--- src/rtl/spi_xfer_ctrl.sv ---
// Master-mode SPI transfer sequencer: frames one 8-bit transfer per start,
// generates SCLK/SS and the per-edge sample/shift strobes for the shifter.
module spi_xfer_ctrl (
  input  logic       PCLK,
  input  logic       PRESET_i,
  input  logic       spe_i,
  input  logic       mstr_i,
  input  logic       cpol_i,
  input  logic       cpha_i,
  input  logic [2:0] sppr_i,
  input  logic [2:0] spr_i,
  input  logic       send_data_i,
  output logic       sclk_o,
  output logic       ss_o,
  output logic       tip_o,
  output logic       recieve_data_o,
  output logic       miso_recieve_sclk_o,
  output logic       miso_recieve_sclk0_o,
  output logic       mosi_send_sclk_o,
  output logic       mosi_send_sclk0_o
);

  typedef enum logic [1:0] {IDLE, LEAD, XFER, TRAIL} state_t;

  state_t      state;
  logic [9:0]  cnt;
  logic [9:0]  hm1;
  logic [9:0]  hm1_l;
  logic [10:0] h_full;
  logic [3:0]  edge_idx;
  logic        cpol_l;
  logic        cpha_l;
  logic        pending;
  logic        start;
  logic        cnt_zero;
  logic        strobe;
  logic        rise;
  logic        sample;
  logic        shift;

  // Half-period H = (sppr+1) << spr spans 1..1024, so H-1 always fits 10 bits.
  assign h_full   = (11'(sppr_i) + 11'd1) << spr_i;
  assign hm1      = 10'(h_full - 11'd1);
  assign start    = spe_i & mstr_i & (send_data_i | pending);
  assign cnt_zero = (cnt == '0);

  always_ff @(posedge PCLK or posedge PRESET_i) begin
    if (PRESET_i) begin
      state    <= IDLE;
      cnt      <= '0;
      hm1_l    <= '0;
      edge_idx <= '0;
      cpol_l   <= 1'b0;
      cpha_l   <= 1'b0;
      pending  <= 1'b0;
      ss_o     <= 1'b1;
      sclk_o   <= 1'b0;
      tip_o    <= 1'b0;
    end else if (!spe_i) begin
      state    <= IDLE;
      cnt      <= '0;
      edge_idx <= '0;
      pending  <= 1'b0;
      ss_o     <= 1'b1;
      tip_o    <= 1'b0;
      sclk_o   <= cpol_i;
    end else begin
      if (state != IDLE && send_data_i)
        pending <= 1'b1;
      unique case (state)
        IDLE: begin
          sclk_o <= cpol_i;
          if (start) begin
            state    <= LEAD;
            cnt      <= hm1;
            hm1_l    <= hm1;
            edge_idx <= '0;
            cpol_l   <= cpol_i;
            cpha_l   <= cpha_i;
            pending  <= 1'b0;
            ss_o     <= 1'b0;
            tip_o    <= 1'b1;
          end
        end
        LEAD: begin
          sclk_o <= cpol_l;
          if (cnt_zero) begin
            state <= XFER;
            cnt   <= hm1_l;
          end else begin
            cnt <= cnt - 1'b1;
          end
        end
        XFER: begin
          if (cnt_zero) begin
            sclk_o   <= ~sclk_o;
            cnt      <= hm1_l;
            edge_idx <= edge_idx + 1'b1;
            if (edge_idx == 4'd15)
              state <= TRAIL;
          end else begin
            cnt <= cnt - 1'b1;
          end
        end
        TRAIL: begin
          if (cnt_zero) begin
            state  <= IDLE;
            ss_o   <= 1'b1;
            tip_o  <= 1'b0;
            sclk_o <= cpol_i;
          end else begin
            sclk_o <= cpol_l;
            cnt    <= cnt - 1'b1;
          end
        end
        default: state <= IDLE;
      endcase
    end
  end

  // Strobes fire in the cycle just before an SCLK edge; bit 7 is already on
  // MOSI at load for cpha=0, so the final shift strobe is dropped there.
  assign strobe = (state == XFER) & cnt_zero;
  assign rise   = ~sclk_o;
  assign sample = (edge_idx[0] == cpha_l);
  assign shift  = ~sample & ~(~cpha_l & (edge_idx == 4'd15));

  assign miso_recieve_sclk_o  = strobe & sample & rise;
  assign miso_recieve_sclk0_o = strobe & sample & ~rise;
  assign mosi_send_sclk_o     = strobe & shift & rise;
  assign mosi_send_sclk0_o    = strobe & shift & ~rise;
  assign recieve_data_o       = (state == TRAIL) & cnt_zero & spe_i;

endmodule

--- config.mk ---
export PLATFORM = sky130hd
export DESIGN_NAME = spi_xfer_ctrl
export DESIGN_NICKNAME = d
export VERILOG_FILES = /design/src/rtl/spi_xfer_ctrl.sv
export SDC_FILE = /design/constraint.sdc
export NUM_CORES = 1
export LEC_CHECK = 0
export BUFFER_PORTS_ARGS = -buffer_cell sky130_fd_sc_hd__clkbuf_2
export CORE_ASPECT_RATIO = 1.75
export CORE_MARGIN = 2
export CORE_UTILIZATION = 65
export DETAILED_ROUTE_END_ITERATION = 6
export GPL_TIMING_DRIVEN = 1
export PLACE_DENSITY_LB_ADDON = 0.08
export SYNTH_ARGS = -nofsm -noshare
export SYNTH_HDL_FRONTEND = slang
export SYNTH_SLANG_ARGS = --single-unit
export TNS_END_PERCENT = 100
--- constraint.sdc ---
create_clock -name PCLK -period 5.65 [get_ports PCLK]
set_input_delay 0.8475 -clock PCLK [delete_from_list [all_inputs] [get_ports PCLK]]
set_output_delay 0.8475 -clock PCLK [all_outputs]
set_load 0.01 [all_outputs]
==> impl_metrics.py <==
metrics = {
    "outcome": {
        "status": "completed",
    },
    "power_and_ir_drop": {
        "powerDensity_nw_per_um2": 439,
        "p_leak_nw": 1.28,
        "total_power_mw": 1.24,
        "peakVddDrop_mv": 0.237,
    },
    "grt": {
        "antenna_found_initial": 0,
        "grt_overflow_total": 0,
        "grt_pass1_vias": 2372,
        "grt_use_total_pct": 30.7,
        "grt_max_degree": 33,
        "grt_first_pass_wirelength_mm": 10.7,
    },
    "layout": {
        "drive_gt1_share_pct": 16.8,
        "post-route-util_pct": 69.2,
        "fin_area_sq_um": 2820,
        "area_growth_syn_to_layout_pct": 4.26,
        "layout.nets": 349,
        "num_antenna_cells": 0,
    },
    "synthesis": {
        "yosys.area.top_type": "dfrtp_1",
        "ys_seq_area_share_pct": 29.7,
        "ys.flop_type": "dfrtp_1",
        "synth_top_area_share_pct": 28.7,
        "ys_top_cells_by_area": "dfrtp_1, nand2_1, ha_1",
        "yosysMostFrequentCell": "nand2_1",
        "synth.ff_latch_count": 32,
        "synth_cells": 316,
        "synth_area_sq_um": 2700,
        "ys_types": 73,
        "synthesis.nets": 338,
        "synth-edff-count": 0,
        "async_flop_share_pct": 100,
        "syn_area_per_cell_sq_um": 8.55,
        "ys_warn_count": 0,
        "synthTopCellsByCount": "nand2_1, dfrtp_1, nor2_1",
    },
    "sta": {
        "finalSetupTns_ns": 0,
        "hold_viol": 0,
        "slew_violations": 0,
        "grt_setup_unrepaired": "false",
        "timing_worst_slew_pin_value_ns": 0.838,
        "finalSetupViolCount": 0,
        "period_needed_ns": 3.06,
        "maxSlewHeadroom_pct": 44.0,
        "fin_skew_ns": 0.00799,
        "setup_ws_ns": 2.59,
        "max_clock_freq_mhz": 327,
        "fin_crit_sh_pct": 54.1,
    },
    "clock_network": {
        "numCtsBuffers": 5,
        "root_buffer": "clkbuf_8",
        "clock-sinks": 32,
        "cts_tree": "done",
        "clk_pin_slew_ns": 0.07,
        "hold_buffers": 0,
        "htree_num_levels": 2,
        "cts_setup_buffers": 0,
        "post_cts_resized": 0,
        "clk_path_buf_depth": 2,
        "insertion_delay_ns": 0.29,
    },
    "drt": {
        "dr.pass1.iters": 4,
        "viasPerCell": 6.34,
        "drt_iter0_drc": 57,
        "wl_per_cell_microns": 17.1,
        "num_vias": 2392,
        "wirelength_mm": 6.45,
        "antenna_left": 0,
        "drc": 0,
    },
    "placed_design": {
        "place.gp.congestion": 0.864,
        "post-dp-hpwl_mm": 4.84,
        "place_area_sq_um": 2740,
        "io_buffers": 20,
        "place_ws_ns": 2.65,
    },
    "setup_path": {
        "worstPathMaxFanout": 12,
        "arrival_ns": 2.21,
        "cp_slowest_stage_delay_ns": 0.60,
        "critPathLaunchType": "register",
        "worst-path-buf-inv": 1,
        "path_class": "reg2out",
        "slowest_stage": "and4_1",
        "critPathTopFamily": "simple AND/OR/NAND/NOR gates",
        "worstPathRequired_ns": 4.80,
        "critPathCaptureType": "primary output",
        "worstPathCellList": "nor4_4 -> and4_1 -> nand3_1 -> nor2_1 -> clkbuf_2",
    },
    "hold_path": {
        "hold_class": "reg2reg",
    },
    "floorplan": {
        "rows": 31,
        "initial_core_util_pct": 66.3,
        "core_sq_um": 4070,
        "fp.dieH_microns": 89.3,
        "die_area_sq_um": 4710,
        "io_pins": 21,
        "die_width_microns": 52.7,
    },
    "job": {
        "drv_cap": 0,
    },
}
[worst reg2reg max path: cells and delay by family, from the launching register on]
kind               cells  cell delay (ns)
DFF                    1             0.44
AOI/OAI and AO/OA      2             0.37
and+or+nand+nor        4             1.65
[stage by stage]
stage | hold WS [ns] | instances
after floorplan | 0.446 | 316
after global placement | 0.465 | 369
after detailed placement | 0.471 | 369
after CTS | 0.486 | 377
after global routing | 0.510 | 377
final | 0.484 | 377
[area by class of cell]
class / instances / area, sq um
inverters: 11 / 41.3
repair buffers: 22 / 115
multi-input cells: 255 / 1720
fillers: 363 / 1260
clock buffers: 7 / 76.3
flip-flops and latches: 32 / 802
well taps: 49 / 61.3
clock inverters: 1 / 5.00
[path summary, 6_finish.rpt]
path	from	depth (start not counted)	end	slack (ns)
setup / recovery	cnt[6]	5	mosi_send_sclk0_o	2.59
setup reg to reg	cnt[6]	6	cnt[9]	3.10
hold reg to reg	hm1_l[2]	2	hm1_l[2]	0.48
min in group asynchronous	PRESET_i	3	pending	0.62
max in group asynchronous	PRESET_i	3	ss_o	4.69
hold / removal	hm1_l[2]	2	hm1_l[2]	0.48
[cells in the final DEF (no fill, tap or decap), drive strengths merged, types with 6 or more instances in the layout]
| cell type | instances |
|---|---|
| a21o | 7 |
| a21oi | 14 |
| clkbuf | 27 |
| dfrtp | 31 |
| ha | 9 |
| inv | 11 |
| nand2 | 49 |
| nand3 | 15 |
| nor2 | 23 |
| nor2b | 8 |
| o211ai | 8 |
| o21ai | 23 |
| xnor2 | 9 |
| xor2 | 6 |
[where the power goes]
part / leakage (nW) / internal [mW] / switching, mW / total (mW)
sequential: 0.405 / 0.315 / 0.0799 / 0.395
clock: 0.0422 / 0.0864 / 0.0870 / 0.173
combinational: 0.833 / 0.272 / 0.396 / 0.669
total: 1.28 / 0.674 / 0.563 / 1.24
[logic make-up (layout without fill, tap and decap cells)]
kind of cell | Yosys count | count (layout) | share of synthesized area, %
simple gates | 132 | 132 | 27.5
compound gates | 93 | 93 | 24.3
flops | 32 | 32 | 29.7
buf+inv | 29 | 41 | 6.81
xor+xnor | 15 | 15 | 5.14
fa+ha+maj | 9 | 9 | 4.17
mux | 6 | 6 | 2.45
[sequential cells by signal, indices dropped and copies added (netlist names)]
register,cells
hm1_l,10
cpha_l,1
cnt,10
state,2
ss_o,1
edge_idx,4
tip_o,1
pending,1
cpol_l,1
sclk_o,1
[routing by layer]
layer / wire (microns) / share of wire (%) / GRT usage (%) / up-vias
met5: 0 / 0 / 0 / -
met4: 290 / 4.5 / 20.0 / 0
met3: 184 / 2.9 / 3.34 / 22
met2: 3690 / 57 / 59.9 / 63
met1: 2290 / 35 / 28.4 / 1144
li1: - / - / - / 1163
Note: power is estimated with default switching activity, not from simulation.
